==> config.mk <==
export PLATFORM = sky130hd
export DESIGN_NAME = pwm_reg_bank
export DESIGN_NICKNAME = d
export VERILOG_FILES = /design/src/rtl/pwm_reg_bank.sv
export SDC_FILE = /design/constraint.sdc
export NUM_CORES = 1
export LEC_CHECK = 0
export CORE_MARGIN = 5
export CORE_UTILIZATION = 55
export CTS_BUF_LIST = sky130_fd_sc_hd__clkbuf_8
export DETAILED_ROUTE_END_ITERATION = 7
export GPL_TIMING_DRIVEN = 0
export PLACE_DENSITY_LB_ADDON = 0.12
export SKIP_CTS_REPAIR_TIMING = 1
export SYNTH_ARGS = -nofsm -noshare
export SYNTH_HDL_FRONTEND = slang
export SYNTH_SLANG_ARGS = --single-unit
==> constraint.sdc <==
create_clock -name clk_i -period 10.7 [get_ports clk_i]
set_input_delay 1.605 -clock clk_i [delete_from_list [all_inputs] [get_ports clk_i]]
set_output_delay 1.605 -clock clk_i [all_outputs]
set_load 0.1 [all_outputs]
==> src/rtl/pwm_reg_bank.sv <==
// pwm_reg_bank: register bank behind the I2C frame bridge holding the PWM
// configuration. Duty and period writes go to shadow registers and are copied
// to the active registers together on a period boundary, or right away while
// the PWM is disabled, so a running period never sees a half-updated setting.
// Optional feature macro: PWM_REG_IRQ_EN (commit interrupt flag on irq_o,
// cleared by writing STATUS bit1).
module pwm_reg_bank #(
  parameter int                 NUM_CH       = 16,
  parameter int                 DATA_W       = 16,
  parameter logic [DATA_W-1:0]  PERIOD_RST   = 16'h0FFF,
  parameter logic [DATA_W-1:0]  PRESCALE_RST = 16'h0000
) (
  input  logic                     clk_i,
  input  logic                     rst_i,
  input  logic [7:0]               addr_i,
  input  logic [DATA_W-1:0]        wdata_i,
  input  logic                     wr_en_i,
  input  logic                     rd_en_i,
  output logic [DATA_W-1:0]        rdata_o,
  input  logic                     period_end_i,
  output logic                     enable_o,
  output logic [DATA_W-1:0]        prescale_o,
  output logic [DATA_W-1:0]        period_o,
  output logic [NUM_CH*DATA_W-1:0] duty_o,
  output logic                     update_pending_o,
  output logic                     irq_o
);

  localparam logic [7:0] ADDR_CTRL       = 8'h00;
  localparam logic [7:0] ADDR_PRESCALE   = 8'h01;
  localparam logic [7:0] ADDR_PERIOD     = 8'h02;
  localparam logic [7:0] ADDR_UPDATE     = 8'h03;
  localparam logic [7:0] ADDR_STATUS     = 8'h04;
  localparam logic [7:0] ADDR_ACT_PERIOD = 8'h30;
  localparam logic [3:0] PAGE_DUTY_SH    = 4'h1;
  localparam logic [3:0] PAGE_DUTY_ACT   = 4'h2;

  logic              ctrl_en_r;
  logic [DATA_W-1:0] prescale_r;
  logic [DATA_W-1:0] period_sh_r;
  logic [DATA_W-1:0] period_act_r;
  logic [DATA_W-1:0] duty_sh_r  [NUM_CH];
  logic [DATA_W-1:0] duty_act_r [NUM_CH];
  logic              pending_r;
  logic [DATA_W-1:0] rdata_r;

  logic [3:0]        duty_idx_s;
  logic              duty_idx_ok_s;
  logic              duty_sh_wr_s;
  logic              update_req_s;
  logic              commit_s;
  logic              pending_next_s;
  logic              irq_flag_s;
  logic [DATA_W-1:0] rd_data_s;

  // Address decode for the duty pages and the commit condition.
  always_comb begin
    duty_idx_s     = addr_i[3:0];
    duty_idx_ok_s  = ({28'd0, duty_idx_s} < 32'(NUM_CH));
    duty_sh_wr_s   = wr_en_i && (addr_i[7:4] == PAGE_DUTY_SH) && duty_idx_ok_s;
    update_req_s   = wr_en_i && (addr_i == ADDR_UPDATE) && wdata_i[0];
    commit_s       = pending_r && (period_end_i || !ctrl_en_r);
    pending_next_s = (pending_r && !commit_s) || update_req_s;
  end

  // Configuration registers and shadow registers written from the bridge.
  always_ff @(posedge clk_i) begin
    if (rst_i) begin
      ctrl_en_r   <= 1'b0;
      prescale_r  <= PRESCALE_RST;
      period_sh_r <= PERIOD_RST;
      for (int n = 0; n < NUM_CH; n++) begin
        duty_sh_r[n] <= {DATA_W{1'b0}};
      end
    end else begin
      if (wr_en_i && (addr_i == ADDR_CTRL)) begin
        ctrl_en_r <= wdata_i[0];
      end
      if (wr_en_i && (addr_i == ADDR_PRESCALE)) begin
        prescale_r <= wdata_i;
      end
      if (wr_en_i && (addr_i == ADDR_PERIOD)) begin
        period_sh_r <= wdata_i;
      end
      for (int n = 0; n < NUM_CH; n++) begin
        if (duty_sh_wr_s && ({28'd0, duty_idx_s} == 32'(n))) begin
          duty_sh_r[n] <= wdata_i;
        end
      end
    end
  end

  // Active registers: copy all shadows in one edge when a commit fires.
  always_ff @(posedge clk_i) begin
    if (rst_i) begin
      period_act_r <= PERIOD_RST;
      for (int n = 0; n < NUM_CH; n++) begin
        duty_act_r[n] <= {DATA_W{1'b0}};
      end
    end else if (commit_s) begin
      period_act_r <= period_sh_r;
      for (int n = 0; n < NUM_CH; n++) begin
        duty_act_r[n] <= duty_sh_r[n];
      end
    end
  end

  // Outstanding commit request; a new request in the commit cycle survives.
  always_ff @(posedge clk_i) begin
    if (rst_i) begin
      pending_r <= 1'b0;
    end else begin
      pending_r <= pending_next_s;
    end
  end

`ifdef PWM_REG_IRQ_EN
  logic irq_r;
  logic irq_clr_s;

  // STATUS write with bit1 set requests a flag clear.
  always_comb begin
    irq_clr_s = wr_en_i && (addr_i == ADDR_STATUS) && wdata_i[1];
  end

  // Commit interrupt flag; a commit in the clear cycle keeps it set.
  always_ff @(posedge clk_i) begin
    if (rst_i) begin
      irq_r <= 1'b0;
    end else begin
      irq_r <= (irq_r && !irq_clr_s) || commit_s;
    end
  end

  assign irq_flag_s = irq_r;
`else
  assign irq_flag_s = 1'b0;
`endif

  // Read mux; reads see register contents from before any same-cycle write.
  always_comb begin
    rd_data_s = {DATA_W{1'b0}};
    case (addr_i)
      ADDR_CTRL:       rd_data_s[0] = ctrl_en_r;
      ADDR_PRESCALE:   rd_data_s    = prescale_r;
      ADDR_PERIOD:     rd_data_s    = period_sh_r;
      ADDR_UPDATE:     rd_data_s[0] = pending_r;
      ADDR_STATUS: begin
        rd_data_s[0] = pending_r;
        rd_data_s[1] = irq_flag_s;
      end
      ADDR_ACT_PERIOD: rd_data_s    = period_act_r;
      default: begin
        if ((addr_i[7:4] == PAGE_DUTY_SH) && duty_idx_ok_s) begin
          rd_data_s = duty_sh_r[duty_idx_s];
        end else if ((addr_i[7:4] == PAGE_DUTY_ACT) && duty_idx_ok_s) begin
          rd_data_s = duty_act_r[duty_idx_s];
        end else begin
          rd_data_s = {DATA_W{1'b0}};
        end
      end
    endcase
  end

  // Read data register, loaded only on a read strobe and held otherwise.
  always_ff @(posedge clk_i) begin
    if (rst_i) begin
      rdata_r <= {DATA_W{1'b0}};
    end else if (rd_en_i) begin
      rdata_r <= rd_data_s;
    end
  end

  genvar g;
  generate
    for (g = 0; g < NUM_CH; g++) begin : g_duty_out
      assign duty_o[g*DATA_W +: DATA_W] = duty_act_r[g];
    end
  endgenerate

  assign rdata_o          = rdata_r;
  assign enable_o         = ctrl_en_r;
  assign prescale_o       = prescale_r;
  assign period_o         = period_act_r;
  assign update_pending_o = pending_r;
  assign irq_o            = irq_flag_s;

endmodule

==> results by group, run 1 <==
Status
  • Outcome: complete, but fails checks
  • Failing checks: capacitance limit, slew limit

Setup path
  • Critical Path AT: 5620 ps
  • Crit path max fanout: 10
  • Slowest CP cell: a2111oi_1
  • Crit-path cells: clkdlybuf4s50_1 > buf_2 > clkbuf_1 > mux4_2 > mux2_2 > a2111oi_1 > o32ai_1
  • CP peak stage delay: 1300 ps
  • Startpoint Class: primary input
  • WP data required: 11180 ps
  • Kind of critical path: primary input to register
  • Crit end category: register
  • R2R Setup Slk: 7690 ps

Clock network
  • CTS tree: done
  • Clock buffer count from CTS: 92
  • Clock transition at path regs: 60 ps
  • CTS HTree Levels: 3
  • Clk sinks: 578
  • Later-pin clock latency in the skew report: 680 ps
  • Root Buffer: clkbuf_8
  • Worst-case clock buffer depth: 3

Timing
  • Final Cycle Share: 48.0%
  • Max Clock Skew: 28.4 ps
  • Final setup vio count: 0
  • Fmax: 195 MHz
  • Slew Limit Headroom: -0.158%
  • RSZ-0062 raised after global routing: false
  • Period minus WS final: 5140 ps
  • Transition time of the tightest slew-check pin: 1500 ps
  • Final Hold Fails: 0
  • Final Max Slew Viols: 1

Final layout
  • Most common cell after layout, fill and taps aside: edfxtp_1
  • Final Net Count: 2126
  • Post-Layout Cell Count: 2763
  • Share of cells above drive strength 1: 15.0%
  • Finished Cell Area: 31000 sq um
  • Finished Core Util: 68.7%
  • Commonest cells after routing, fill and taps aside: 512 x edfxtp_1, 333 x clkdlybuf4s50_1, 171 x nor2_1
  • Synthesis-to-layout area growth: 23.9%

Floorplanning
  • Rows: 78
  • Chip Width: 223 microns
  • Boundary pin count: 336
  • Die height: 223 microns
  • Core ar.: 45200 sq um
  • Die area: 49900 sq um
  • Initial Util: 55.4%

Global route
  • Largest net degree at the start of global routing: 65
  • Initial antenna violation count: 0
  • Tot GR Track Use: 34.3%
  • First-pass GRT wire length: 122 mm
  • Remaining global-route overflow: 0
  • Vias in the first global route: 17400

Logic synthesis
  • Synthesis-stage register bit count: 578
  • FFs w/ async S/R, synth: 0%
  • Cell variety after synth: 48
  • Synth Flop Type: edfxtp_1
  • YS warnings: 0
  • Seq/Total Area, Yosys: 66.7%
  • Post-Syn Instances: 1661
  • EDFF count, synth: 512
  • Mapped Area: 25000 sq um
  • Largest area contributor in the netlist: edfxtp_1
  • Area contributors post-synth: edfxtp_1 61%, mux4_2 11%, dfxtp_1 5.3%
  • Mean post-synth cell area: 15.1 sq um
  • Share of the synthesized area in the top cell type: 61.4%
  • Syn nets: 1690

Placed design
  • # placed instances: 2602
  • Placed cell area: 29300 sq um
  • Hpwl dp: 63.2 mm
  • Buffers on Ports: 333
  • Final GP Congestion: 0.981

Job
  • # Max-Cap Violations: 2

Power and ir drop
  • Worst VDD drop: 113 uV
  • Pwr dens: 166 nW/um^2
  • Leak: 11.0 nW

Routing
  • Drt initial violations: 2996
  • Wire length per cell: 31.6 microns
  • # DRC: 0
  • Routed WL: 87.3 mm
  • Total number of vias: 17700
  • Drt first pass iters: 6
  • Routed Antenna Nets: 0
  • Vias per cell: 6.40

Min path
  • Worst hold path class: register to register
## logic make-up after synthesis
group | after synthesis | share of synthesized area [%]
DFF | 578 | 66.7
and+or+nand+nor | 608 | 12.9
AOI/OAI and AO/OA | 169 | 5.21
other | 1 | 0.0150
muxes | 151 | 12.5
buffers and inverters | 154 | 2.76
## flip-flops by register name, summed over array words and instances, names as in the netlist
signal / cells
prescale_o: 16
update_pending_o: 1
period_sh_r: 16
duty_act_r: 256
duty_sh_r: 256
rdata_o: 16
enable_o: 1
period_o: 16
## through the flow
| stage | total power [mW] | worst slack [ps] | setup TNS (ps) | hold slack [ps] |
|---|---|---|---|---|
| 6_report | 5.16 | 5560 | 0 | 481 |
| 5_1_grt | 5.29 | 5670 | 0 | 500 |
| 4_1_cts | 5.15 | 5820 | 0 | 476 |
| 3_5_place_dp | 3.39 | 5150 | 0 | 465 |
| 3_3_place_gp | 3.39 | -2920 | -764330 | 467 |
| 2_1_floorplan | 3.15 | 758 | 0 | 459 |
## per-layer routing
layer | global-route usage (%) | wire length (microns) | up-vias
li1 | - | - | 7138
met1 | 46.5 | 31600 | 8899
met2 | 52.8 | 40200 | 1412
met3 | 9.21 | 11300 | 239
met4 | 15.1 | 4260 | 0
met5 | 0 | 0 | -
## path summary, 6_finish.rpt
| path | cells after the start | startpoint | to |
|---|---|---|---|
| max | 7 | addr_i[3] | rdata_o[8] |
| min | 2 | prescale_o[5] | prescale_o[5] |
| max reg2reg | 5 | duty_sh_r[10][8] | rdata_o[8] |
| min reg2reg | 2 | prescale_o[5] | prescale_o[5] |
## cells in the mapped netlist, types with 2 or more instances
library cell,n
a2111oi_0,6
a2111oi_1,6
a2111oi_2,3
a211o_1,12
a211oi_1,15
a21oi_1,34
a22o_1,19
a22oi_1,33
a31o_2,2
and2_1,163
and3_1,16
buf_2,30
buf_4,4
buf_6,8
clkbuf_1,91
dfxtp_1,66
edfxtp_1,512
inv_1,20
mux2_2,14
mux2i_1,10
mux4_2,127
nand2_1,61
nand2b_1,44
nand3_1,39
nor2_1,171
nor2b_1,101
nor3_1,2
nor4_2,2
o21a_1,2
o21bai_1,4
o22a_1,12
o32ai_1,16
## power by group
part | leakage (nW) | internal, mW | switching (mW) | total [mW]
sequential | 5.69 | 2.56 | 0.0627 | 2.63
clock | 0.966 | 0.921 | 0.887 | 1.81
combinational | 4.35 | 0.194 | 0.534 | 0.729
## cell type report
class,instances,area [sq um]
well taps,600,751
clock inverters,60,339
clock buffers,99,1360
plain buffers,134,619
multi-input cells,929,7670
flip-flops and latches,578,16700
repair buffers,342,3510
diodes,1,2.50
fillers,3197,14200
inverters,20,75.1
## critical path, delay by kind of cell
family,cells,cell delay [ps]
AO/OA/AOI/OAI,2,1500
buffers and inverters,3,1770
multiplexers,2,720
Power figures use the tool's default switching activity.
==> inputs of run 2 (changes only) <==
- clock period: 10.7 -> 4.8 ns (I/O delays scaled with it)
==> run 2 against run 1 <==
Compared with the run above:
- the flow now finishes without violations
- clock power is 120% higher
- die area is the same
- setup slack lost 4900 ps
- first-iteration DRC count decreased by 8.9%
- combinational power increased by 120%
- sequential share of layout area increased by 0.13 points
- core utilization is 0.17 points lower
- cell area fell by 0.25%
- routed wire length down 0.43%
- clock skew increased by 1.8 ps
==> results by group, run 2 (synthesis results as in run 1) <==
Final layout
  • Sequential cell area: 16700 sq um (unchanged)
  • Post-Layout Cell Count: 2767 (+0.14%)
  • Top Registers: duty_act_r x256, duty_sh_r x256
  • Finished Cell Area: 30900 sq um (-0.25%)
  • Share of cells above drive strength 1: 14.7% (-0.31 points)
  • Commonest cells after routing, fill and taps aside: 512 x edfxtp_1, 333 x clkdlybuf4s50_1, 171 x nor2_1
  • Fillers: 3215 (+0.56%)
  • Final Net Count: 2123 (-0.14%)
  • Multi-input combinational cell area: 7680 sq um (+0.13%)
  • Synthesis-to-layout area growth: 23.6%
  • Finished Core Util: 68.5% (-0.17 points)
  • Antenna cells: 0 (-1)
  • Most common cell after layout, fill and taps aside: edfxtp_1

Global route
  • Initial antenna violation count: 3 (+3)
  • Remaining global-route overflow: 0 (unchanged)
  • Vias in the first global route: 17200 (-1.2%)
  • Largest net degree at the start of global routing: 145 (+120%)
  • Tot GR Track Use: 34.0% (-0.24 points)
  • First-pass GRT wire length: 121 mm (-1.2%)

Floorplanning
  • Die area: 49900 sq um (unchanged)
  • Chip Width: 223 microns (unchanged)
  • Die height: 223 microns (unchanged)
  • Rows: 78 (unchanged)
  • Boundary pin count: 336 (unchanged)
  • Initial Util: 55.4% (unchanged)
  • Core ar.: 45200 sq um (unchanged)

Setup path
  • Critical Path AT: 4660 ps (-960 ps)
  • Crit end category: register
  • CP peak stage delay: 1240 ps (-60 ps)
  • CP Buf/Inv Count: 3 (unchanged)
  • Startpoint Class: primary input
  • Crit-path cells: clkdlybuf4s50_1 > buf_2 > clkbuf_1 > mux4_2 > mux2_2 > a2111oi_1 > o32ai_1
  • Crit path max fanout: 10 (unchanged)
  • Kind of critical path: primary input to register
  • Top Family by Delay on Critical Path: buffers and inverters
  • WP data required: 5320 ps (-5860 ps)
  • Slowest CP cell: a2111oi_1

Job
  • # Max-Cap Violations: 0 (-2)

Clock network
  • CTS tree: done
  • Later-pin clock latency in the skew report: 690 ps (about the same)
  • Clk sinks: 578 (unchanged)
  • Clock transition at path regs: 60 ps (about the same)
  • Clock buffer count from CTS: 93 (+1.1%)
  • CTS HTree Levels: 3 (unchanged)
  • Worst-case clock buffer depth: 3 (unchanged)
  • Root Buffer: clkbuf_8

Power and ir drop
  • Clk network pwr share: 34.3% (-0.7 points)
  • Combinational cell fraction of total power: 14.2% (about the same)
  • Pint: 8.09 mW (+120%)
  • Worst VDD drop: 263 uV (+130%)
  • Switch share: 28.9% (+0.16 points)
  • Net Switching: 3.29 mW (+120%)
  • Total power: 11.4 mW (+120%)
  • Pwr dens: 368 nW/um^2 (+120%)
  • Leak: 11.0 nW (about the same)
  • Share of power burned in registers: 51.5% (+0.6 points)

Routing
  • Routed WL: 86.9 mm (-0.43%)
  • Wire length per cell: 31.4 microns (-0.57%)
  • Top sig layer: met5
  • Routed Antenna Nets: 0 (unchanged)
  • Drt initial violations: 2730 (-8.9%)
  • Vias per cell: 6.40 (about the same)
  • Routed wl met3: 11.8 mm (+4.8%)
  • Total number of vias: 17700 (+0.15%)
  • Met2 WL post-DR: 39.5 mm (-1.6%)
  • DRT met1 WL: 31.5 mm (-0.28%)
  • # DRC: 0 (unchanged)
  • Drt first pass iters: 6 (unchanged)

Timing
  • Transition time of the tightest slew-check pin: 1420 ps (-80.6 ps)
  • Period minus WS final: 4140 ps
  • Final Max Slew Viols: 0 (-1)
  • Slew Limit Headroom: 5.23% (+5.4 points)
  • Final Hold Fails: 0 (unchanged)
  • Fmax: 241 MHz
  • Final Cycle Share: 86.3%
  • Post-route setup TNS: 0 ps (unchanged)
  • Max Clock Skew: 30.2 ps (+1.80 ps)
  • Final setup vio count: 0 (unchanged)
  • RSZ-0062 raised after global routing: false

Placed design
  • Final GP Congestion: 0.961 (-2.0%)
  • Buffers on Ports: 333 (unchanged)
  • # placed instances: 2599 (-0.12%)
  • Hpwl dp: 62.9 mm (-0.47%)
  • Placed cell area: 29300 sq um (-0.18%)

Status
  • Outcome: finished clean

Min path
  • Worst hold path class: register to register
-- run 2: cell types whose count changed in the layout (fill, tap and decap cells not counted), moves of 2 or more --
cell,before,now
bufinv_16,3,1
clkinv_1,15,17
a2111oi_2,4,6
inv_1,49,60
a2111oi_1,5,3
buf_16,4,2
-- run 2: final timing paths --
kind | startpoint | end | slack (ps) | cells past startpoint
min | prescale_o[6] | prescale_o[6] | 480 | 2
max reg2reg | duty_sh_r[11][6] | rdata_o[6] | 1900 | 5
max | addr_i[3] | rdata_o[6] | 660 | 7
min reg2reg | prescale_o[6] | prescale_o[6] | 480 | 2
-- run 2: cell type report --
| cell class | count | share of cell area (%) |
|---|---|---|
| buffer | 134 | 2.06 |
| multi-input combinational | 929 | 24.8 |
| inverter | 20 | 0.243 |
| clock inverter | 69 | 1.01 |
| tap | 600 | 2.43 |
| timing repair buffer | 338 | 11.1 |
| clock buffer | 99 | 4.40 |
| sequential | 578 | 54.0 |
-- run 2: metal layers --
layer  GRT usage [%]  vias up
met4            14.6        4
met2            51.6     1449
met3            10.1      230
li1                -     7137
met1            46.4     8894
met5               0        -
-- run 2: through the flow --
stage	hold slack, ps	setup WS [ps]
3_3_place_gp	467	-320
2_1_floorplan	459	995
3_5_place_dp	467	114
5_1_grt	495	754
4_1_cts	464	826
6_report	478	658
-- run 2: power groups by stage --
stage	Combinational [mW]	Sequential (mW)	Clock, mW
5_1_grt	1.64	5.88	4.15
6_report	1.62	5.86	3.91
3_3_place_gp	1.57	5.96	0
3_5_place_dp	1.59	5.96	0
2_1_floorplan	0.466	6.53	0
4_1_cts	1.60	5.85	3.89
-- run 2: worst min-delay path, stage by stage (launching register included) --
cell	delay [ps]
dfxtp_1	320
nand2_1	50
a21oi_1	50
==> inputs of run 3 (changes only) <==
- TNS_END_PERCENT: default -> 100
==> results of run 3 <==
No change in the layout: final DEF, timing and power equal those of run 2.
